[src/rtl/imem_loader_if.sv]
// imem_loader_if: byte-stream handshake from the host plus the instruction
// memory write port driven by the loader.
//   byte_valid/byte_data : host byte offer
//   byte_ready           : loader accepts this cycle (transfer = valid & ready)
//   mem_we/mem_addr/mem_wd : one-cycle word write toward instruction memory
// Modports: master = host/memory side, slave = loader.
interface imem_loader_if;
  logic        byte_valid;
  logic [7:0]  byte_data;
  logic        byte_ready;
  logic        mem_we;
  logic [31:0] mem_addr;
  logic [31:0] mem_wd;

  modport master (output byte_valid, byte_data,
                  input  byte_ready, mem_we, mem_addr, mem_wd);
  modport slave  (input  byte_valid, byte_data,
                  output byte_ready, mem_we, mem_addr, mem_wd);
endinterface

[src/rtl/imem_loader.sv]
// imem_loader: packs a little-endian byte stream into 32-bit words and writes
// them to consecutive word addresses of the instruction memory, holding the
// core in reset until a full program image has been written.
// Ports:
//   clk, rst   : clock, synchronous active-high reset
//   start      : one-cycle load request (honoured in IDLE/DONE only)
//   num_words  : words to load, legal 1..DEPTH, sampled with start
//   bus        : byte handshake + memory write port (slave modport)
//   busy       : receiving or writing
//   done       : image complete (level)
//   error      : sticky, last start carried an illegal num_words
//   cpu_rst_n  : active-low core reset, released only in DONE
module imem_loader #(
  parameter int          DEPTH     = 1024,
  parameter int          ADDR_W    = 10,
  parameter logic [31:0] BASE_ADDR = 32'h0
) (
  input  logic              clk,
  input  logic              rst,
  input  logic              start,
  input  logic [ADDR_W:0]   num_words,
  imem_loader_if.slave      bus,
  output logic              busy,
  output logic              done,
  output logic              error,
  output logic              cpu_rst_n
);

  typedef enum logic [1:0] {IDLE, RECV, WRITE, DONE} state_t;

  state_t            state, state_nxt;
  logic [ADDR_W:0]   count;
  logic [ADDR_W-1:0] word_idx;
  logic [1:0]        byte_idx;
  logic [31:0]       word;
  logic              xfer, go, bad, legal, last;

  always_comb begin
    state_nxt = state;
    xfer      = 1'b0;
    go        = 1'b0;
    bad       = 1'b0;
    legal     = (num_words != '0) && (num_words <= (ADDR_W+1)'(DEPTH));
    last      = ({1'b0, word_idx} == count - 1'b1);
    case (state)
      IDLE, DONE: if (start) begin
        if (legal) begin
          go        = 1'b1;
          state_nxt = RECV;
        end else begin
          bad = 1'b1;
        end
      end
      RECV: begin
        // byte_ready is high exactly while in RECV, so valid alone qualifies
        xfer = bus.byte_valid;
        if (xfer && byte_idx == 2'd3) state_nxt = WRITE;
      end
      WRITE:   state_nxt = last ? DONE : RECV;
      default: state_nxt = IDLE;
    endcase
  end

  always_ff @(posedge clk) begin
    if (rst) state <= IDLE;
    else     state <= state_nxt;
  end

  // Outputs are registered off the next state so they line up with the state
  // they describe.
  always_ff @(posedge clk) begin
    if (rst) begin
      bus.byte_ready <= 1'b0;
      bus.mem_we     <= 1'b0;
      bus.mem_addr   <= BASE_ADDR;
      bus.mem_wd     <= '0;
      busy           <= 1'b0;
      done           <= 1'b0;
      error          <= 1'b0;
      cpu_rst_n      <= 1'b0;
      count          <= '0;
      word_idx       <= '0;
      byte_idx       <= '0;
      word           <= '0;
    end else begin
      bus.byte_ready <= (state_nxt == RECV);
      bus.mem_we     <= (state_nxt == WRITE);
      busy           <= (state_nxt == RECV) || (state_nxt == WRITE);
      done           <= (state_nxt == DONE);
      cpu_rst_n      <= (state_nxt == DONE);
      if (go) begin
        count    <= num_words;
        word_idx <= '0;
        byte_idx <= '0;
        word     <= '0;
        error    <= 1'b0;
      end
      if (bad) error <= 1'b1;
      if (xfer) begin
        word[{byte_idx, 3'b000} +: 8] <= bus.byte_data;
        byte_idx                      <= byte_idx + 2'd1;
      end
      // Final byte bypasses the packing register so the word is complete
      // in the WRITE cycle itself.
      if (xfer && byte_idx == 2'd3) begin
        bus.mem_addr <= BASE_ADDR + 32'({word_idx, 2'b00});
        bus.mem_wd   <= {bus.byte_data, word[23:0]};
      end
      if (state == WRITE && !last) word_idx <= word_idx + 1'b1;
    end
  end

endmodule

[src/flat_wrapper.sv]
// flat-port wrapper written by rule: the top's interface ports become plain ports
module imem_loader_flat 
#(
  parameter int          DEPTH     = 1024,
  parameter int          ADDR_W    = 10,
  parameter logic [31:0] BASE_ADDR = 32'h0
)
  (clk, rst, start, num_words, busy, done, error, cpu_rst_n, bus_byte_valid, bus_byte_data, bus_byte_ready, bus_mem_we, bus_mem_addr, bus_mem_wd);
  imem_loader_if bus_i ();
  input  logic clk;
  input  logic rst;
  input  logic start;
  input  logic [ADDR_W:0] num_words;
  output logic busy;
  output logic done;
  output logic error;
  output logic cpu_rst_n;
  input wire logic [$bits(bus_i.byte_valid)-1:0] bus_byte_valid;
  input wire logic [$bits(bus_i.byte_data)-1:0] bus_byte_data;
  output wire logic [$bits(bus_i.byte_ready)-1:0] bus_byte_ready;
  output wire logic [$bits(bus_i.mem_we)-1:0] bus_mem_we;
  output wire logic [$bits(bus_i.mem_addr)-1:0] bus_mem_addr;
  output wire logic [$bits(bus_i.mem_wd)-1:0] bus_mem_wd;
  assign bus_i.byte_valid = bus_byte_valid;
  assign bus_i.byte_data = bus_byte_data;
  assign bus_byte_ready = bus_i.byte_ready;
  assign bus_mem_we = bus_i.mem_we;
  assign bus_mem_addr = bus_i.mem_addr;
  assign bus_mem_wd = bus_i.mem_wd;
  imem_loader #(.DEPTH(DEPTH), .ADDR_W(ADDR_W), .BASE_ADDR(BASE_ADDR)) u_core (.clk(clk), .rst(rst), .start(start), .num_words(num_words), .bus(bus_i), .busy(busy), .done(done), .error(error), .cpu_rst_n(cpu_rst_n));
endmodule
[config.mk]
export PLATFORM = sky130hd
export DESIGN_NAME = imem_loader_flat
export DESIGN_NICKNAME = d
export VERILOG_FILES = /design/src/rtl/imem_loader_if.sv /design/src/rtl/imem_loader.sv /design/src/flat_wrapper.sv
export SDC_FILE = /design/constraint.sdc
export NUM_CORES = 1
export LEC_CHECK = 0
export CAP_MARGIN = 25
export CORE_UTILIZATION = 50
export CTS_CLUSTER_DIAMETER = 200
export CTS_CLUSTER_SIZE = 8
export DETAILED_ROUTE_END_ITERATION = 8
export PLACE_DENSITY = 0.87
export SLEW_MARGIN = 20
export SYNTH_ARGS = -nofsm -noshare
export SYNTH_HDL_FRONTEND = slang
export SYNTH_SLANG_ARGS = --single-unit
[constraint.sdc]
create_clock -name clk -period 3.25 [get_ports clk]
set_input_delay 0.325 -clock clk [delete_from_list [all_inputs] [get_ports clk]]
set_output_delay 0.325 -clock clk [all_outputs]
set_load 0.03 [all_outputs]
==> summary.txt <==
Pwr
  • PwrDens: between 400 and 500 mW/mm2
  • Logic gate share of total power: 10.2%
  • Cell-internal power: 1.571 mW
  • Clk pwr share: roughly a third
  • Switch share: 27.47%
  • Net Sw Power: a little under 0.6 mW
  • Leakage Power: approximately 1.9 nW
  • Maximum VDD drop: just under 0.2 mV
  • Seq pwr share: between 50% and 60%

Synthesis
  • Mux contribution to synthesized area: under 10%
  • Sequential fraction of the synthesis area: 46.87%
  • Post-synthesis simple-gate area fraction: around 18%
  • Yosys top cell by area: dfxtp_1
  • Synth area leaders: dfxtp_1, nand2_1, a21oi_1
  • Yosys reg bits: 96
  • EDFF count, synth: 0
  • Count of different cell masters after synthesis: between 40 and 50
  • Synth Area in XOR/XNOR: slightly below 4%
  • Compound-gate portion of the synthesized area: 15.69%
  • Ys Warns: 0
  • Async set-reset flop share out of synthesis: 0%
  • Cells after synthesis: 471
  • Adder-cell share of the synthesized area: between 3 and 4%
  • Largest family of logic cells by synthesized area: simple AND/OR/NAND/NOR gates
  • Synthesized area: around 0.0041 mm2
  • Main flop type after synthesis: dfxtp_1
  • Syn Area/Cell: ~8.7 um2
  • Share of the synthesized area in the top cell type: 46.87%

Detailed routing
  • Drt wl/cell: approximately 14 um
  • First DRT Iteration DRCs: around 140
  • Routed Antenna Nets: 0
  • Detailed Routing Iterations Pass 1: 4
  • Final WL: 8813 um
  • Drc violations: 0
  • Via-per-instance ratio: 5.216
  • Via Count: roughly 3.3k

Global route
  • Remaining global-route overflow: 0
  • Total GRT Usage: a little over a fifth
  • Initial antenna violation count: 0
  • Largest net degree at the start of global routing: 43
  • Vias in the first global route: roughly 3k
  • First-pass GRT wire length: approximately 14000 um

Clock tree
  • Clk slew on worst S/H paths: around 90 ps
  • Post-CTS Repair Setup Buffers: 0
  • CTS tree: yes
  • Num CTS Buffers: 9
  • Clock Root Buffer: clkbuf_8
  • H-tree levels: 3
  • Clk_lat worst skew: 370 ps
  • # hold bufs at CTS: 0
  • CTS resizes: 0
  • Clock sinks: 96
  • Largest buffer count on any clock path: 2

Critical path
  • Critical path class: reg -> reg
  • Req. time, crit path: 3550 ps
  • Critical Path Fanout Max: 6
  • CP Launch Type: flop
  • Setup crit end: u_core.busy$_SDFF_PP0_
  • Crit. path cell count: 11
  • CP Buf/Inv Count: 2
  • RR Startpoint: u_core.count[0]$_SDFFE_PP0P_
  • Reg-to-reg endpoint: u_core.busy$_SDFF_PP0_
  • Delay-heaviest family, CP: simple AND/OR/NAND/NOR gates
  • CP Cell Sequence: inv_1 > ha_1 > or3b_2 > nor4_1 > xnor2_1 > nand4_1 > or3_1 > o22a_1 > inv_1 > ha_1 > nor2_1
  • R2r setup slk: 290 ps
  • Reg2Reg Depth: 11
  • CP endpoint kind: flop
  • Slowest CP cell: or3b_2
  • CP arrival: 3270 ps
  • Worst setup path startpoint: u_core.count[0]$_SDFFE_PP0P_
  • Largest stage delay, worst path: between 500 and 600 ps

Floorplan
  • Core area: just under 0.008 mm2
  • FP Rows: 32
  • Die Span Y: around 90 um
  • Chip Width: 92.56 um
  • Io pins: 93
  • Initial Utilization: a little over half
  • Die Area: around 0.0086 mm2

Job
  • Max Cap Viol: 0

Final layout
  • Fin area: between 0.004 and 0.005 mm2
  • Commonest cells after routing, fill and taps aside: dfxtp_1, nand2_1, clkdlybuf4s50_1, a21oi_1
  • Ant diodes: 0
  • Most common cell after layout, fill and taps aside: dfxtp_1
  • Filler cells: around 680
  • Area Growth Syn to Fin: 21.45%
  • Layout Nets: between 500 and 600
  • Layout cells sized above 1: roughly 6.5%

Placed design
  • Routability cong.: 0.8500
  • Port Buffers: 70
  • Post-DP Area: about 0.0048 mm2
  • Post-DP HPWL: about 6300 um

Timing
  • Clock Skews: 12.82 ps
  • RSZ-0062 raised after global routing: no
  • Slew @ Worst Pin: roughly 900 ps
  • Relative slew slack: around two fifths
  • Setup TNS: 0 ps
  • Final Hold Fails: 0
  • Endpoints failing setup: 0
  • F_max: between 300 and 400 MHz
  • Final Max Slew Viols: 0
  • Fin crit share: between 90 and 100%
  • Final min period: between 2000 and 3000 ps

Outcome
  • Status: finished clean

Min path
  • Hold Crit Class: in -> reg
## routing by layer
metal  wire length [um]  vias up  GRT usage [%]
met1               4104     1537          29.04
met3                454       12          3.941
met2               4078      106          32.53
met4                176        0          8.724
met5                  0        -              0
li1                   -     1673              -
## layout make-up
class	instances	area, um2	share of cell area (%)
clock inverter	7	65.06	1.307
sequential	96	1922	38.59
inverter	11	41.29	0.8291
multi-input combinational	332	1922	38.59
clock buffer	9	123.9	2.487
tap	102	127.6	2.563
timing repair buffer	81	778.2	15.63
## cell families after synthesis
kind of cell             count (synthesis)
flip-flops                              96
buffers and inverters                   64
multiplexers                            14
XOR/XNOR                                18
other                                    1
adder cells (fa/ha/maj)                 12
AND/OR/NAND/NOR                        167
AO/OA/AOI/OAI                           99
## through the flow
step	power (mW)	cells	hold slack, ps	util, %	setup WS, ps
floorplan	1.400	492	431.6	-	427.0
global placement	1.444	622	438.2	61.05	457.8
detailed placement	1.451	622	447.3	61.05	322.1
CTS	2.175	638	449.8	63.46	297.3
global route	2.251	638	461.5	63.46	106.9
finish	2.165	638	456.1	63.46	285.0
## state kept, by name, summed over array words and instances (netlist names)
| signal | count |
|---|---|
| u_core.bus.byte_ready | 1 |
| u_core.bus.mem_addr | 10 |
| u_core.bus.mem_wd | 32 |
| u_core.bus.mem_we | 1 |
| u_core.busy | 1 |
| u_core.byte_idx | 2 |
| u_core.count | 11 |
| u_core.done | 1 |
| u_core.error | 1 |
| u_core.state | 2 |
| u_core.word | 24 |
| u_core.word_idx | 10 |
## synthesized netlist by cell type (2+ instances only)
library cell / count
dfxtp_1: 96
nand2_1: 94
a21oi_1: 52
a22o_1: 27
nor2_1: 27
clkbuf_1: 26
buf_4: 23
mux2i_1: 13
ha_1: 12
inv_1: 11
xnor2_1: 9
xor2_1: 9
nand3_1: 7
nor4_1: 7
nor3_1: 6
nor2b_1: 4
o21ai_0: 4
a31oi_1: 3
and3_1: 3
nand2b_1: 3
nand3b_1: 3
or3_1: 3
a211o_1: 2
a21o_1: 2
a221o_1: 2
buf_1: 2
or2_2: 2
## power by group through the flow
stage          Sequential, mW  Clock, mW  Combinational [mW]
6_report                 1.21      0.739               0.221
5_1_grt                  1.21      0.804               0.239
4_1_cts                  1.20      0.750               0.221
3_5_place_dp             1.23          0               0.219
3_3_place_gp             1.23          0               0.212
2_1_floorplan            1.23          0               0.168
## worst min path at each step
stage                                         from                                   to  cells after the start
2_1_floorplan            u_core.word[0]$_SDFF_PP0_    u_core.bus.mem_wd[0]$_SDFFE_PP0P_                      2
3_3_place_gp             u_core.word[3]$_SDFF_PP0_    u_core.bus.mem_wd[3]$_SDFFE_PP0P_                      2
3_5_place_dp   u_core.bus.mem_addr[9]$_SDFFE_PP0P_  u_core.bus.mem_addr[9]$_SDFFE_PP0P_                      2
4_1_cts                                        rst      u_core.byte_idx[0]$_SDFFE_PP0P_                      2
5_1_grt                                        rst      u_core.byte_idx[0]$_SDFFE_PP0P_                      2
6_report                                       rst      u_core.byte_idx[0]$_SDFFE_PP0P_                      2
No activity file was read; power rests on OpenSTA's default activity.
